$ cat config.mk
export PLATFORM = sky130hd
export DESIGN_NAME = tft_init_sequencer
export DESIGN_NICKNAME = d
export VERILOG_FILES = /design/src/rtl/tft_init_sequencer.sv
export SDC_FILE = /design/constraint.sdc
export NUM_CORES = 1
export LEC_CHECK = 0
export CAP_MARGIN = 10
export CORE_MARGIN = 10
export CORE_UTILIZATION = 25
export DETAILED_ROUTE_END_ITERATION = 16
export PLACE_DENSITY_LB_ADDON = 0.3
export SYNTH_ARGS = -nofsm -noshare
export SYNTH_HDL_FRONTEND = slang
export SYNTH_SLANG_ARGS = --single-unit
$ cat constraint.sdc
create_clock -name MasterCLK -period 3 [get_ports MasterCLK]
set_input_delay 0.3 -clock MasterCLK [delete_from_list [all_inputs] [get_ports MasterCLK]]
set_output_delay 0.3 -clock MasterCLK [all_outputs]
set_load 0.05 [all_outputs]
$ cat src/rtl/tft_init_sequencer.sv
// tft_init_sequencer: panel hard reset, init command list, window setup, then frame streaming with continuous refresh.
// Latency: command words come straight from the sequence index; a pixel accepted on pix_* is on out_* the next cycle.
// Backpressure: out_ready=0 holds out_* stable; pix_ready = !out_valid || out_ready while pixels remain in the frame.
//
// Ports:
//   MasterCLK, sys_rst_n        clock, asynchronous active-low reset
//   start                       one-cycle kick, only honoured in IDLE
//   out_data/out_dc/out_byte    word to the SPI serializer (dc 0=command, byte 1=8-bit in out_data[7:0])
//   out_valid/out_ready         word handshake
//   pix_data/pix_valid/pix_ready RGB565 pixel input handshake
//   tft_rst_n, busy, frame_done panel reset, activity flag, end-of-frame pulse
// Build option: define TFT_SEQ_TESTPAT_EN to replace the pixel input with a left-red / right-blue test pattern.
module tft_init_sequencer #(
  parameter int RST_CYC   = 100000,
  parameter int DELAY_CYC = 600000,
  parameter int WIDTH     = 240,
  parameter int HEIGHT    = 320
) (
  input  logic        MasterCLK,
  input  logic        sys_rst_n,
  input  logic        start,
  output logic [15:0] out_data,
  output logic        out_dc,
  output logic        out_byte,
  output logic        out_valid,
  input  logic        out_ready,
  input  logic [15:0] pix_data,
  input  logic        pix_valid,
  output logic        pix_ready,
  output logic        tft_rst_n,
  output logic        busy,
  output logic        frame_done
);

  localparam int NPIX  = WIDTH * HEIGHT;
  localparam int PIX_W = ($clog2(NPIX + 1) > 17) ? $clog2(NPIX + 1) : 17;

  localparam logic [31:0] RST_LAST = 32'(RST_CYC - 1);
  localparam logic [31:0] DLY_LAST = 32'(DELAY_CYC - 1);
  localparam logic [15:0] X_END    = 16'(WIDTH - 1);
  localparam logic [15:0] Y_END    = 16'(HEIGHT - 1);

  typedef enum logic [2:0] {IDLE, HWRST, HWWAIT, INIT, DELAY, WINDOW, STREAM} state_t;

  state_t             state_q, state_nxt;
  logic [31:0]        cnt_q, cnt_nxt;
  logic [3:0]         idx_q, idx_nxt;
  logic [PIX_W-1:0]   pix_cnt_q, pix_cnt_nxt;
  logic               frame_done_nxt;

`ifdef TFT_SEQ_TESTPAT_EN
  localparam int              COL_W    = $clog2(WIDTH) + 1;
  localparam logic [COL_W-1:0] COL_HALF = COL_W'(WIDTH / 2);
  localparam logic [COL_W-1:0] COL_LAST = COL_W'(WIDTH - 1);
  localparam logic [PIX_W-1:0] PIX_LAST = PIX_W'(NPIX - 1);
  logic [COL_W-1:0]   col_q, col_nxt;
`else
  localparam logic [PIX_W-1:0] PIX_TOTAL = PIX_W'(NPIX);
  // Single-entry output register for the pixel path; pix_cnt counts pixels taken into it.
  logic               pix_vld_q, pix_vld_nxt;
  logic [15:0]        pix_dat_q, pix_dat_nxt;
`endif

  // {dc, byte} for the power-up command list.
  function automatic logic [8:0] init_word(input logic [3:0] i);
    case (i)
      4'd0:    init_word = {1'b0, 8'h01};  // software reset
      4'd1:    init_word = {1'b0, 8'h11};  // sleep out, followed by DELAY
      4'd2:    init_word = {1'b0, 8'h3A};  // pixel format
      4'd3:    init_word = {1'b1, 8'h55};  // 16 bpp
      4'd4:    init_word = {1'b0, 8'h36};  // memory access control
      4'd5:    init_word = {1'b1, 8'h48};
      default: init_word = {1'b0, 8'h29};  // display on
    endcase
  endfunction

  // {dc, byte} for the column/row window followed by memory write.
  function automatic logic [8:0] window_word(input logic [3:0] i);
    case (i)
      4'd0:    window_word = {1'b0, 8'h2A};
      4'd1:    window_word = {1'b1, 8'h00};
      4'd2:    window_word = {1'b1, 8'h00};
      4'd3:    window_word = {1'b1, X_END[15:8]};
      4'd4:    window_word = {1'b1, X_END[7:0]};
      4'd5:    window_word = {1'b0, 8'h2B};
      4'd6:    window_word = {1'b1, 8'h00};
      4'd7:    window_word = {1'b1, 8'h00};
      4'd8:    window_word = {1'b1, Y_END[15:8]};
      4'd9:    window_word = {1'b1, Y_END[7:0]};
      default: window_word = {1'b0, 8'h2C};
    endcase
  endfunction

  assign busy = (state_q != IDLE);

  always_comb begin
    state_nxt      = state_q;
    cnt_nxt        = cnt_q;
    idx_nxt        = idx_q;
    pix_cnt_nxt    = pix_cnt_q;
    frame_done_nxt = 1'b0;
    out_valid      = 1'b0;
    out_data       = 16'h0000;
    out_dc         = 1'b0;
    out_byte       = 1'b0;
    pix_ready      = 1'b0;
`ifdef TFT_SEQ_TESTPAT_EN
    col_nxt        = col_q;
`else
    pix_vld_nxt    = pix_vld_q;
    pix_dat_nxt    = pix_dat_q;
`endif
    case (state_q)
      IDLE: begin
        if (start) begin
          state_nxt = HWRST;
          cnt_nxt   = 32'd0;
        end
      end
      HWRST: begin
        if (cnt_q == RST_LAST) begin
          state_nxt = HWWAIT;
          cnt_nxt   = 32'd0;
        end else begin
          cnt_nxt = cnt_q + 32'd1;
        end
      end
      HWWAIT: begin
        if (cnt_q == RST_LAST) begin
          state_nxt = INIT;
          cnt_nxt   = 32'd0;
          idx_nxt   = 4'd0;
        end else begin
          cnt_nxt = cnt_q + 32'd1;
        end
      end
      INIT: begin
        out_valid = 1'b1;
        out_byte  = 1'b1;
        {out_dc, out_data[7:0]} = init_word(idx_q);
        if (out_ready) begin
          if (idx_q == 4'd1) begin
            // Sleep-out needs settling time; resume at the pixel-format command.
            state_nxt = DELAY;
            cnt_nxt   = 32'd0;
            idx_nxt   = 4'd2;
          end else if (idx_q == 4'd6) begin
            state_nxt = WINDOW;
            idx_nxt   = 4'd0;
          end else begin
            idx_nxt = idx_q + 4'd1;
          end
        end
      end
      DELAY: begin
        if (cnt_q == DLY_LAST) begin
          state_nxt = INIT;
          cnt_nxt   = 32'd0;
        end else begin
          cnt_nxt = cnt_q + 32'd1;
        end
      end
      WINDOW: begin
        out_valid = 1'b1;
        out_byte  = 1'b1;
        {out_dc, out_data[7:0]} = window_word(idx_q);
        if (out_ready) begin
          if (idx_q == 4'd10) begin
            state_nxt   = STREAM;
            idx_nxt     = 4'd0;
            pix_cnt_nxt = '0;
`ifdef TFT_SEQ_TESTPAT_EN
            col_nxt     = '0;
`endif
          end else begin
            idx_nxt = idx_q + 4'd1;
          end
        end
      end
      STREAM: begin
        out_dc = 1'b1;
`ifdef TFT_SEQ_TESTPAT_EN
        out_valid = 1'b1;
        out_data  = (col_q < COL_HALF) ? 16'hF800 : 16'h001F;
        if (out_ready) begin
          pix_cnt_nxt = pix_cnt_q + PIX_W'(1);
          col_nxt     = (col_q == COL_LAST) ? '0 : col_q + COL_W'(1);
          if (pix_cnt_q == PIX_LAST) begin
            state_nxt      = WINDOW;
            frame_done_nxt = 1'b1;
          end
        end
`else
        out_valid = pix_vld_q;
        out_data  = pix_dat_q;
        pix_ready = (!pix_vld_q || out_ready) && (pix_cnt_q != PIX_TOTAL);
        if (pix_vld_q && out_ready) begin
          pix_vld_nxt = 1'b0;
        end
        if (pix_valid && pix_ready) begin
          pix_vld_nxt = 1'b1;
          pix_dat_nxt = pix_data;
          pix_cnt_nxt = pix_cnt_q + PIX_W'(1);
        end
        // Frame ends when the word holding the last taken pixel leaves.
        if (pix_vld_q && out_ready && (pix_cnt_q == PIX_TOTAL)) begin
          state_nxt      = WINDOW;
          frame_done_nxt = 1'b1;
        end
`endif
      end
      default: state_nxt = IDLE;
    endcase
  end

  always_ff @(posedge MasterCLK or negedge sys_rst_n) begin
    if (!sys_rst_n) begin
      state_q    <= IDLE;
      cnt_q      <= 32'd0;
      idx_q      <= 4'd0;
      pix_cnt_q  <= '0;
      frame_done <= 1'b0;
      tft_rst_n  <= 1'b0;
`ifdef TFT_SEQ_TESTPAT_EN
      col_q      <= '0;
`else
      pix_vld_q  <= 1'b0;
      pix_dat_q  <= 16'h0000;
`endif
    end else begin
      state_q    <= state_nxt;
      cnt_q      <= cnt_nxt;
      idx_q      <= idx_nxt;
      pix_cnt_q  <= pix_cnt_nxt;
      frame_done <= frame_done_nxt;
      // Registered from the next state so the panel reset is low exactly while in HWRST.
      tft_rst_n  <= (state_nxt != HWRST);
`ifdef TFT_SEQ_TESTPAT_EN
      col_q      <= col_nxt;
`else
      pix_vld_q  <= pix_vld_nxt;
      pix_dat_q  <= pix_dat_nxt;
`endif
    end
  end

endmodule
==> results of run 1 <==
-- area by class of cell --
cell class / count / area, um2
inverter: 16 / 60.1
timing repair buffer: 65 / 593
sequential: 75 / 1880
multi-input combinational: 432 / 2740
clock buffer: 10 / 239
fill: 1914 / 13000
tap: 260 / 325
clock inverter: 6 / 47.5
-- worst max-delay path by stage --
| stage | slack, ns | cells past startpoint | end | from |
|---|---|---|---|---|
| floorplan | 0.44 | 6 | tft_rst_n$_DFF_PN0_ | cnt_q[6]$_DFFE_PN0P_ |
| global placement | 0.31 | 5 | tft_rst_n$_DFF_PN0_ | cnt_q[6]$_DFFE_PN0P_ |
| detailed placement | 0.27 | 5 | tft_rst_n$_DFF_PN0_ | cnt_q[6]$_DFFE_PN0P_ |
| CTS | 0.12 | 5 | out_data[3] | idx_q[1]$_DFFE_PN0P_ |
| global route | 0.07 | 4 | out_data[3] | state_q[0]$_DFF_PN0_ |
| finish | 0.19 | 4 | out_data[3] | state_q[0]$_DFF_PN0_ |
-- routing by layer --
layer / routed length [um] / global-route usage (%) / up-vias
li1: - / - / 2171
met1: 6580 / 14.1 / 2176
met2: 5870 / 15.4 / 124
met3: 655 / 3.05 / 15
met4: 165 / 3.06 / 0
met5: 0 / 0 / -
-- worst max-delay path: cells and delay by family, from the launching register on --
kind                   cells  cell delay, ns
buffers and inverters      1            0.84
AND/OR/NAND/NOR            1            0.36
AO/OA/AOI/OAI              2            0.39
flip-flops                 1            0.57
-- registers in the layout, summed over array words and instances (netlist names) --
register and count:
cnt_q 32, frame_done 1, idx_q 4, pix_cnt_q 17, pix_dat_q 16, pix_vld_q 1, state_q 3, tft_rst_n 1
-- stage by stage --
step                power [uW]  setup WS [ns]  hold slack, ns
detailed placement        3180          0.274           0.489
CTS                       4250          0.119           0.153
floorplan                 2550          0.443         0.00441
global placement          3130          0.307           0.482
global route              4500         0.0689           0.187
finish                    4220          0.192           0.107
-- where the power goes --
group	internal (uW)	switching, uW	total [uW]
clock network	590	466	1060
registers	1190	197	1390
logic	657	1110	1770
total	2440	1780	4220
-- placed cells by master, fill, tap and decap left out, types with 4 or more instances in the layout --
master                            count
sky130_fd_sc_hd__a21o_1               6
sky130_fd_sc_hd__a21oi_1             18
sky130_fd_sc_hd__a221o_1              4
sky130_fd_sc_hd__and2_1              11
sky130_fd_sc_hd__and3_1               8
sky130_fd_sc_hd__and4_1              10
sky130_fd_sc_hd__buf_4               27
sky130_fd_sc_hd__clkbuf_16            9
sky130_fd_sc_hd__clkdlybuf4s50_1     37
sky130_fd_sc_hd__dfrtp_1             75
sky130_fd_sc_hd__inv_1               16
sky130_fd_sc_hd__mux2_2              18
sky130_fd_sc_hd__nand2_1             68
sky130_fd_sc_hd__nand2b_1             6
sky130_fd_sc_hd__nand3_1             26
sky130_fd_sc_hd__nand3b_1             4
sky130_fd_sc_hd__nand4_1             13
sky130_fd_sc_hd__nor2_1              39
sky130_fd_sc_hd__nor2b_1              5
sky130_fd_sc_hd__nor3_1              15
sky130_fd_sc_hd__nor4_1              19
sky130_fd_sc_hd__nor4b_1              8
sky130_fd_sc_hd__o211ai_1            19
sky130_fd_sc_hd__o21ai_0             24
sky130_fd_sc_hd__o221ai_1             5
sky130_fd_sc_hd__o22ai_1             11
sky130_fd_sc_hd__o31a_1               4
sky130_fd_sc_hd__o31ai_1              5
sky130_fd_sc_hd__or3_1                7
sky130_fd_sc_hd__or4_1                8
sky130_fd_sc_hd__xnor2_1             14
-- cells by family (layout without fill, tap and decap cells) --
| kind of cell | after synthesis | in the layout | synth area share, % |
|---|---|---|---|
| multiplexers | 19 | 19 | 4.41 |
| AO/OA/AOI/OAI | 128 | 128 | 18.6 |
| flip-flops | 75 | 75 | 38.9 |
| XOR/XNOR | 15 | 15 | 2.73 |
| AND/OR/NAND/NOR | 267 | 267 | 29.9 |
| buffers and inverters | 59 | 97 | 4.62 |
| adder cells (fa/ha/maj) | 3 | 3 | 0.779 |
-- timing repair --
item                                    in CTS  in global routing
resized for setup                            1                  1
endpoints found under the setup margin       7                  1
setup buffers                                0                  0
hold buffers                                 0                  0
==> flow_summary.yaml, run 1 <==
worst_setup_path:
  cp_max_fo: 14
  worst-r2r-cell-count: 5
  worstPathArrival_ns: 2.51
  r2r-start: "cnt_q[6]$_DFFE_PN0P_"
  setup.worst_path.end_class: "output port"
  timing.reg2reg.setup_slack_ns: 0.25
  worstPathRequired_ns: 2.70
  cp_cell_sequence: "and3b_1 > o221ai_1 > o211ai_1 > clkdlybuf4s50_1"
  timing.rr.end: "tft_rst_n$_DFF_PN0_"
  critPathMaxStageDelay_ns: 0.84
  worst_path_max_delay_cell: "sky130_fd_sc_hd__clkdlybuf4s50_1"
  worst_setup_path_start_kind: "register"
  critPathKind: "reg2out"
clock_network:
  clock_sink_count: 75
  cts_root_buffer: "sky130_fd_sc_hd__clkbuf_16"
  cts.reportedPaths.clkPinSlew_ns: 0.06
  clkLatencyLatePin_ns: 0.35
  h-tree-depth: 3
  numCtsBuffers: 9
  cts_tree: "done"
  ctsLongestPathBuffers: 2
yosys:
  top_post_synthesis_cells_by_count: "sky130_fd_sc_hd__dfrtp_1, sky130_fd_sc_hd__nand2_1, sky130_fd_sc_hd__clkbuf_1, sky130_fd_sc_hd__nor2_1, sky130_fd_sc_hd__nand3_1"
  netlist.area_leader.share_pct: 38.9
  netlist-cell-type-count: 63
  netlist_area_um2: 4820
  netlist_top_cells_area: "sky130_fd_sc_hd__dfrtp_1, sky130_fd_sc_hd__nand2_1, sky130_fd_sc_hd__mux2_2, sky130_fd_sc_hd__clkbuf_1, sky130_fd_sc_hd__nor2_1"
  synth_cells: 566
  avgSynthCellArea_um2: 8.52
  synth_ff_type: "sky130_fd_sc_hd__dfrtp_1"
  postSynthNetCount: 590
  netlist.top_cell.by_area: "sky130_fd_sc_hd__dfrtp_1"
  ys.warnings.count: 0
  synth-edff-count: 0
  synth-async-reset-ratio_pct: 100
  yosys.cell_count.top_type: "sky130_fd_sc_hd__dfrtp_1"
  synth-seq-area-share_pct: 38.9
  postSynthRegisterBits: 75
placed_design:
  place_inst: 848
  placedInstanceArea_um2: 5590
  place.port_buffers: 43
  routabilityCongestion: 0.840
  hpwl_um: 9360
timing:
  fmax_mhz: 356
  finalSetupViolations: 0
  unrepaired_setup_endpoints_after_global_routing: "false"
  finalMaxSlewViolations: 0
  final.period_utilization_pct: 93.6
  finalSetupTns_ns: 0
  hold_violations: 0
  skew_ns: 0.00891
  period_minus_slack_ns: 2.81
  worst_pin_slew_ns: 0.976
  slew-limit-headroom_pct: 34.9
global_routing:
  grt_max_degree: 76
  grt-ovfl-total: 0
  grt_pass1_vias: 4277
  antenna_found_initial: 1
  grt_first_pass_wirelength_um: 22200
  track_usage_pct: 10.4
die:
  die_area_um2: 25200
  pin_count: 44
  die_height_um: 159
  die_w_um: 159
  core_area_um2: 18800
  rows: 50
  initial_core_util_pct: 25.6
cells_and_area:
  layout.nets: 623
  syn2layout_area_growth_pct: 22.0
  antennaDiodeCount: 0
  utilization_pct: 31.2
  drive_above_1_share_pct: 12.6
  final_area_um2: 5880
  layoutNonFillerInstCount: 864
route:
  route.antenna.remaining_nets: 0
  vias: 4486
  vias_cell: 5.19
  routed_wirelength_um: 13300
  drt_iter0_markers: 268
  drc_errors: 0
  routedWlPerCell_um: 15.3
  first_pass_iters: 4
power:
  vdd.ir_drop.worst_mv: 0.358
  cellLeakagePower_uw: 0.00240
  p_per_area_nw_per_um2: 718
hold_path:
  hold_path.class: "in2async"
run:
  cap_violations: 0
outcome:
  status: "finished clean"
Note: power is estimated with default switching activity, not from simulation.
==> run 2: changes to the inputs <==
--- a/config.mk
+++ b/config.mk
@@ -9,6 +9,7 @@
 export CORE_MARGIN = 10
 export CORE_UTILIZATION = 25
 export DETAILED_ROUTE_END_ITERATION = 16
+export GPL_ROUTABILITY_DRIVEN = 0
 export PLACE_DENSITY_LB_ADDON = 0.3
 export SYNTH_ARGS = -nofsm -noshare
 export SYNTH_HDL_FRONTEND = slang
==> results of run 2 <==
The final DEF is identical to that of run 1; final timing and power are the same.
==> run 3: changes to the inputs <==
--- a/config.mk
+++ b/config.mk
@@ -5,7 +5,7 @@
 export SDC_FILE = /design/constraint.sdc
 export NUM_CORES = 1
 export LEC_CHECK = 0
-export CAP_MARGIN = 10
+export CAP_MARGIN = 25
 export CORE_MARGIN = 10
 export CORE_UTILIZATION = 25
 export DETAILED_ROUTE_END_ITERATION = 16
==> run 3 against run 2 <==
Combinational power about the same. First-iteration DRC count up 4.9%. Setup slack improved by 0.0036 ns. Highest routed layer unchanged. Clock power about the same. Critical endpoint unchanged. Power grew 0.23%. Critical path depth stayed put. Sequential share of layout area decreased by 0.20 points. Cell area up 0.64%. Routed wire length rose by 0.26%. Count of clock-buffer cells in the layout unchanged. Flip-flop and latch count unchanged.
==> flow_summary.yaml, run 3 (synthesized netlist as in run 1, its figures left out) <==
outcome:
  status: "finished clean"
clock_network:
  ctsLongestPathBuffers: 2
  cts_root_buffer: "sky130_fd_sc_hd__clkbuf_16"
  cts.reportedPaths.clkPinSlew_ns: 0.06
  clkLatencyLatePin_ns: 0.35
  cts_tree: "done"
  h-tree-depth: 3
  clock_sink_count: 75
  cts_post_setup_buffers_inserted: 0
  numCtsBuffers: 9
timing:
  slew-limit-headroom_pct: 43.6
  timing.hold.ws_ns: 0.374
  skew_ns: 0.00940
  period_minus_slack_ns: 2.80
  unrepaired_setup_endpoints_after_global_routing: "false"
  fmax_mhz: 357
  final_critical_path_setup_slack_ns: 0.196
  hold_violations: 0
  finalMaxSlewViolations: 0
  finalSetupTns_ns: 0
  finalSetupViolations: 0
  final.period_utilization_pct: 93.5
  worst_pin_slew_ns: 0.846
global_routing:
  grt_pass1_vias: 4277
  grt_max_degree: 76
  antenna_found_initial: 1
  track_usage_pct: 10.4
  grt-ovfl-total: 0
  grt_first_pass_wirelength_um: 22200
placed_design:
  place.port_buffers: 43
  dp_slack_ns: 0.274
  place_inst: 848
  hpwl_um: 9360
route:
  drt_iter0_markers: 281
  vias_cell: 5.17
  drc_errors: 0
  highest_signal_layer_in_the_routed_design: "met4"
  routed_wirelength_um: 13300
  met3_length_um: 585
  vias: 4474
  routed_wire_length_on_met2_um: 5900
  drt-met1-wl_um: 6630
  route.antenna.remaining_nets: 0
  first_pass_iters: 4
  routedWlPerCell_um: 15.4
cells_and_area:
  largestRegisters: "cnt_q x32, pix_cnt_q x17, pix_dat_q x16"
  layoutNonFillerInstCount: 866
  antennaDiodeCount: 0
  layout.nets: 625
  syn2layout_area_growth_pct: 22.7
  drive_above_1_share_pct: 12.7
  layout_commonest_cell: "sky130_fd_sc_hd__dfrtp_1"
  largest_reg_flops: 32
  largest_register: "cnt_q"
  layout.cells.most_common_list: "sky130_fd_sc_hd__dfrtp_1, sky130_fd_sc_hd__nand2_1, sky130_fd_sc_hd__nor2_1, sky130_fd_sc_hd__clkdlybuf4s50_1, sky130_fd_sc_hd__buf_4"
worst_setup_path:
  critPathMaxStageDelay_ns: 0.84
  worstPathRequired_ns: 2.70
  worst_path_max_delay_cell: "sky130_fd_sc_hd__clkdlybuf4s50_1"
  cp_max_fo: 14
  worst-path-buf-inv: 1
  worst_setup_path_start_kind: "register"
  setup.worst_path.end_class: "output port"
  worstPathArrival_ns: 2.50
  worst_path_dominant_cell_family: "buffers and inverters"
  cp_cell_sequence: "and3b_1 > o221ai_1 > o211ai_1 > clkdlybuf4s50_1"
  critPathKind: "reg2out"
die:
  die_area_um2: 25200
  rows: 50
  pin_count: 44
  initial_core_util_pct: 25.6
  die_height_um: 159
  die_w_um: 159
  core_area_um2: 18800
power:
  p_per_area_nw_per_um2: 715
  vdd.ir_drop.worst_mv: 0.358
  cellLeakagePower_uw: 0.00242
hold_path:
  hold_path.class: "in2async"
run:
  cap_violations: 0
## run 3: per-layer routing
metal | global-route usage [%] | up-vias
met2 | 15.4 | 106
met1 | 14.1 | 2176
met3 | 3.05 | 17
met5 | 0 | -
met4 | 3.06 | 0
li1 | - | 2175
## run 3: path summary, 6_finish.rpt
kind                                     startpoint                       end  slack [ns]  cells after the start
min in group MasterCLK     pix_dat_q[9]$_DFFE_PN0P_  pix_dat_q[9]$_DFFE_PN0P_        0.50                      1
min                                       sys_rst_n     cnt_q[29]$_DFFE_PN0P_        0.37                      2
max in group asynchronous                 sys_rst_n  pix_dat_q[5]$_DFFE_PN0P_        2.05                      3
max                            state_q[0]$_DFF_PN0_               out_data[3]        0.20                      4
min reg2reg                pix_dat_q[9]$_DFFE_PN0P_  pix_dat_q[9]$_DFFE_PN0P_        0.50                      1
max reg2reg                    cnt_q[6]$_DFFE_PN0P_       tft_rst_n$_DFF_PN0_        0.26                      5
## run 3: layout make-up
type                            count  area [um2]
Clock buffer                       10         239
Clock inverter                      6        47.5
Fill cell                        1911       12900
Inverter                           16        60.1
Multi-Input combinational cell    432        2740
Sequential cell                    75        1880
Tap cell                          260         325
Timing Repair Buffer               67         631
## run 3: report_power, final
group,switching (uW),leakage [uW],total (uW),internal [uW]
Combinational,1120,0.00126,1780,662
Sequential,197,0.00102,1390,1190
Clock,469,0.000139,1060,590
Total,1780,0.00242,4230,2450
## run 3: through the flow
stage | instance area (um2) | power, uW | util (%)
after detailed placement | 5590 | 3180 | 29.7
after global placement | 5590 | 3130 | 29.7
after global routing | 5920 | 4500 | 31.4
after CTS | 5880 | 4250 | 31.2
after floorplan | 4820 | 2550 | -
final | 5920 | 4230 | 31.4
## run 3: repair_timing
action / in CTS / in global routing
gates resized for setup: 1 / 1
endpoints found under the setup margin: 7 / 1
endpoints found under the hold margin: 0 / 20
hold buffers: 0 / 1
cloned: 0 / 0
==> edit 1, RTL diff (config.mk and constraints of run 1) <==
`HEIGHT`: 320 -> 640.
--- a/src/rtl/tft_init_sequencer.sv
+++ b/src/rtl/tft_init_sequencer.sv
@@ -14,7 +14,7 @@
   parameter int RST_CYC   = 100000,
   parameter int DELAY_CYC = 600000,
   parameter int WIDTH     = 240,
-  parameter int HEIGHT    = 320
+  parameter int HEIGHT    = 640
 ) (
   input  logic        MasterCLK,
   input  logic        sys_rst_n,
Formal check against the unedited RTL: same outputs for any inputs over 10 cycles, from zero or initial values and one cycle with sys_rst_n low; that may be too few to reach the edited logic, so the function may still have changed.
==> edit 1 against run 1 <==
Clock skew decreased by 0.0015 ns. Worst setup slack got worse by 0.023 ns. Routed wire length down 12%. Utilization increased by 0.57 points. Sequential cell count rose by 1. Final area decreased by 6.1%. Synthesized area shrank 7.9%. Synthesized cell count fell by 10%. Critical path depth rose by 3. Sequential share of layout area grew 2.5 points. Via count down 12%. Maximum frequency down 0.82%. Highest routed layer unchanged.
Power is not compared: it rests on default switching activity, and its combinational part moved more than twofold at a synthesized area within 25%.
==> edit 1: results (changes against run 1) <==
Timing:
- The pin slew with the least headroom to its limit was 0.975 ns (-0.000282 ns).

Synthesis:
- The average instance area after synthesis came to 8.75 µm² (+2.8%).
- The net count of the mapped netlist is 531 (-10%).
- The xor/xnor share of the synthesized area is 0.0257 (-0.00160).
- The sequential cell area fraction in the yosys report is 0.429 (+0.0391).
- After synthesis, the cell types taking the most area are dfrtp_1 43%, a21oi_1 4.4%, o21ai_0 4.3%, nand2_1 4.1%, mux2_2 4.1%.
- The commonest cells after synthesis are 76 x dfrtp_1, 49 x nand2_1, 39 x a21oi_1.
- The post-synthesis mux area share is 0.0429 (-0.00128).
- The compound-gate portion of the synthesized area is 0.195 (+0.00865).

Clock network:
- The clock latency on the worst-skew pair is 0.33 ns (-0.02 ns).

Drt:
- The number of vias in the routed layout is 3,964 (-12%).
- The count of routing violations after the opening detailed-route iteration was 295 (+10%).
- The length of routed wiring on met1 is 5630 µm (-14%).

Layout:
- The largest registers in the layout are cnt_q (32), pix_cnt_q (18), pix_dat_q (16).
- The clock tree buffer count of the final layout was 12 (+2).
- The fraction of cell area in non-clock buffers is 0.116 (+0.0152).
- The count of buffers not belonging to the clock network in the layout came to 54 (-17%).
- The clock buffer and inverter area fraction after layout is 0.0503 (+0.00160).
- The multi-input gate share of total cell area is 0.422 (-0.0440).
- The area taken by flip-flops and latches is 0.00190 mm² (+1.3%).
- The fraction of final layout cells with drive strength greater than 1 came to 0.123 (-0.00264).

Setup path:
- The start-to-end type of the worst setup path is flip-flop to flip-flop.
- The stage delay of the slowest cell on the critical path was 0.55 ns (-0.29 ns).
- The maximum net fanout on the critical path is 36 (+22).
- Following the worst setup path forward leads to its endpoint at cnt_q[22].
- The highest-delay cell along the critical path is or4_1.
- The flop-to-flop setup slack was 0.17 ns (-0.08 ns).
- The origin of the critical flop-to-flop path is cnt_q[12].
- The count of cells along the worst register-to-register path is 7 (+2).

GRT:
- The aggregate global-route resource usage is 0.100 (-0.00384).
- The wire length of the first global-routing pass was 20,000 µm (-10%).

Placement:
- The number of placed instances, taps included is 762 (-10%).
- The placed wire-length estimate after detailed placement came to 8210 µm (-12%).
- The placer's final routability congestion estimate was 0.877 (+4.4%).

Outcome:
- The flow ran to the end, and the final reports show no timing, DRC or antenna violations.
edit 1: repair_timing:
action	CTS	global route
hold endpoints to repair	0	0
gates resized for setup	0	1
setup endpoints to repair	0	1
edit 1: critical path, delay by kind of cell, from the launching register on:
kind            cells  cell delay, ns
flops               1            0.43
compound gates      3            0.56
buf+inv             1            0.24
simple gates        3            1.42
edit 1: metrics by stage:
step / setup WS (ns) / hold slack (ns) / cell area, µm²
final: 0.169 / 0.132 / 5520
after global routing: 0.0152 / 0.226 / 5520
after CTS: 0.161 / 0.182 / 5510
after detailed placement: 0.192 / 0.486 / 5240
after global placement: 0.273 / 0.482 / 5240
after floorplan: 0.436 / 0.00441 / 4440
edit 1: power by group through the flow:
stage	logic (µW)	clock network [µW]	registers, µW
floorplan	286	0	1150
global placement	492	0	1170
detailed placement	497	0	1180
CTS	498	1050	1160
global route	529	1090	1170
finish	489	1010	1160
edit 1: metal layers:
layer,up-vias,track usage
li1,1964,-
met1,1916,0.126
met2,72,0.165
met3,12,0.0208
met4,0,0.0341
met5,-,0
==> edit 2, RTL diff (flow settings as in run 1) <==
Made on the original files. Encoding of `state_t`: now one-hot (7 bits for 7 states).
--- a/src/rtl/tft_init_sequencer.sv
+++ b/src/rtl/tft_init_sequencer.sv
@@ -40,7 +40,7 @@
   localparam logic [15:0] X_END    = 16'(WIDTH - 1);
   localparam logic [15:0] Y_END    = 16'(HEIGHT - 1);
 
-  typedef enum logic [2:0] {IDLE, HWRST, HWWAIT, INIT, DELAY, WINDOW, STREAM} state_t;
+  typedef enum logic [6:0] {IDLE = 7'b0000001, HWRST = 7'b0000010, HWWAIT = 7'b0000100, INIT = 7'b0001000, DELAY = 7'b0010000, WINDOW = 7'b0100000, STREAM = 7'b1000000} state_t;
 
   state_t             state_q, state_nxt;
   logic [31:0]        cnt_q, cnt_nxt;
Check against the original RTL: no difference found for any inputs over 10 cycles, from zero or initial values and one cycle with sys_rst_n low; not proved beyond that.
==> edit 2 against run 1 <==
Register-to-register slack better by 0.13 ns. Routed wire length is 4.3% lower. Sequential cell count is 4 higher. First-iteration DRC count is 30% higher. Synthesized cell count is 7.6% lower. Worst setup slack worse by 0.025 ns. Final area is 1.1% lower. Synthesized area is 0.83% lower.
Power is not compared: it rests on default switching activity, and its combinational part moved more than twofold at a synthesized area within 25%.
==> edit 2: results (changes against run 1) <==
Synthesis:
- The sequential cell area fraction in the yosys report is 0.414 (+0.0245).
- The compound-gate portion of the synthesized area is 0.186 (about the same).
- Ranked by total cell area, the synthesized netlist is headed by dfrtp_1 41%, nand3_1 4.1%, mux2_2 4.0%, nand2_1 3.8%, nor2_1 3.5%.
- The post-synthesis mux area share is 0.0547 (+0.0106).
- The post-synthesis cell type count is 69 (+9.5%).
- The xor/xnor share of the synthesized area came to 0.0293 (+0.00206).
- The net count of the mapped netlist was 547 (-7.3%).
- After synthesis, the most frequently instantiated cells are 78 x dfrtp_1, 49 x nand2_1, 44 x nor2_1.
- The count of warnings emitted by yosys was 0 (unchanged).
- Among all flip-flop cells after synthesis, the most frequent one is dfrtp_1.
- The share of synthesized cell area in full adder, half adder and majority cells is 0.00785 (+0.0000652).
- The async set-or-reset flop fraction in the synthesized netlist is 1.00 (unchanged).

Drt:
- The number of remaining DRC errors is 0 (unchanged).
- The number of vias in the routed layout is 4,152 (-7.4%).
- The count of routing violations after the opening detailed-route iteration is 348 (+30%).
- The routed wirelength normalized by instance count is 15.9 µm (+3.6%).
- The number of optimization iterations in the first detailed-route pass was 5 (+1).

GRT:
- The number of global-route vias before repair is 4,015 (-6.1%).
- The wire length of the first global-routing pass is 21,300 µm (-4.2%).
- The number of antenna violations at the first check in global routing is 0 (-1).
- The aggregate global-route resource usage is 0.105 (+0.00107).
- The largest net degree at the start of global routing came to 80 (+5.3%).

Layout:
- The total of fill cells in the finished design is 1,978 (+3.3%).
- The number of nets in the layout was 583 (-6.4%).
- In the final layout, the registers with the most flip-flops are cnt_q (32), pix_cnt_q (17), pix_dat_q (16).
- The fraction of final layout cells with drive strength greater than 1 is 0.149 (+0.0231).
- The count of antenna diodes in the layout is 0 (unchanged).

Clock network:
- The number of cells upsized or downsized after cts is 0 (-1).
- The maximum buffer depth of the clock tree is 2 (unchanged).
- The master cell of the clock root buffer is clkbuf_16.
- The H-tree depth was 3 (unchanged).
- The clock latency on the worst-skew pair is 0.34 ns.
- The number of setup buffers added after CTS is 0 (unchanged).
- The number of buffers created by CTS is 9 (unchanged).
- The clock-pin transition on the worst setup and hold timing paths is 0.06 ns (about the same).

Setup path:
- The count of cells along the worst register-to-register path came to 6 (+1).
- The signal arrival time at the worst endpoint is 2.53 ns (+0.02 ns).
- The maximum net fanout on the critical path is 10 (-4).

Worst hold path:
- The classification of the worst-slack hold path is input port to async pin.

Power and ir drop:
- The analysis attributes to cell leakage a power of 0.00248 µW.
- Across the VDD grid, the largest voltage drop is between 200 and 300 µV.

Timing:
- The count of endpoints failing hold in the final timing report was 0 (unchanged).
- The relative slew slack is 0.305 (-0.0443).
- The final setup skew is 0.00748 ns (-0.00144 ns).
- The final setup TNS is 0 ns (unchanged).

Placement:
- The placer's final routability congestion estimate is 0.856 (+1.9%).
- The number of buffers added on ports came to 43 (unchanged).
- The pre-CTS worst setup slack is 0.401 ns (+0.127 ns).
- The placed wire-length estimate after detailed placement is 8890 µm (-5.0%).

Job:
- The number of max-cap violations is 0 (unchanged).

Outcome:
- The flow ran to the end, and the final reports show no timing, DRC or antenna violations.
edit 2: changes by cell type after synthesis, moves of 8 or more:
cell / change
a21oi_1: +8
and3_1: +13
and4_1: -9
clkbuf_1: -28
nand2_1: -19
nand3_1: +13
nor4_1: -15
o211ai_1: -9
o31ai_1: +8
xnor2_1: -12
xor2_1: +13
edit 2: path summary, 6_finish.rpt:
check	endpoint	start	slack, ns
min in group MasterCLK	cnt_q[31]	cnt_q[31]	0.48
max	out_data[5]	state_q[1]	0.17
max in group asynchronous	cnt_q[7]	sys_rst_n	2.19
max reg2reg	cnt_q[30]	state_q[3]	0.38
min	pix_dat_q[6]	sys_rst_n	0.14
min reg2reg	cnt_q[31]	cnt_q[31]	0.48
edit 2: critical path, cell delays in order (launching register included):
cell and delay (ns):
dfrtp_1 0.51, or4_4 0.62, nor3_2 0.51, o21ai_0 0.21
nand3_1 0.17, buf_12 0.15
edit 2: area by class of cell:
class                           instances  area [µm²]  area share
Inverter                               19        71.3      0.0123
Sequential cell                        79        1980       0.340
Clock inverter                          6        41.3     0.00710
Tap cell                              234         293      0.0503
Timing Repair Buffer                   52         596       0.102
Multi-Input combinational cell        398        2600       0.447
Clock buffer                           10         239      0.0411
edit 2: routing by layer:
| layer | GRT usage | part of all wire | vias to the layer above |
|---|---|---|---|
| met4 | 0.0357 | 0.014 | 0 |
| met1 | 0.139 | 0.47 | 2040 |
| li1 | - | - | 2007 |
| met5 | 0 | 0 | - |
| met2 | 0.167 | 0.48 | 92 |
| met3 | 0.0205 | 0.040 | 13 |
edit 2: report_power, final:
part / internal [µW] / total [µW] / leakage [µW] / switching [µW]
Combinational: 252 / 684 / 0.00126 / 432
Clock: 588 / 1060 / 0.000143 / 468
Sequential: 1100 / 1150 / 0.00108 / 50.1
Total: 1940 / 2890 / 0.00248 / 950
edit 2: cells by family (layout without fill, tap and decap cells):
kind of cell               count (synthesis)  after routing
and+or+nand+nor                          232            232
buffers and inverters                     46             87
DFF                                       79             79
adders and majority gates                  3              3
xor gates and xnor gates                  16             16
AOI/OAI and AO/OA                        123            123
muxes                                     24             24
edit 2: through the flow:
stage               area [µm²]  power (µW)  hold slack (ns)  cells
floorplan                 4780        1680          0.00441    523
global placement          5540        1850            0.473    782
detailed placement        5540        1850            0.475    782
CTS                       5820        2930            0.190    798
global route              5820        3040            0.225    798
finish                    5820        2890            0.140    798
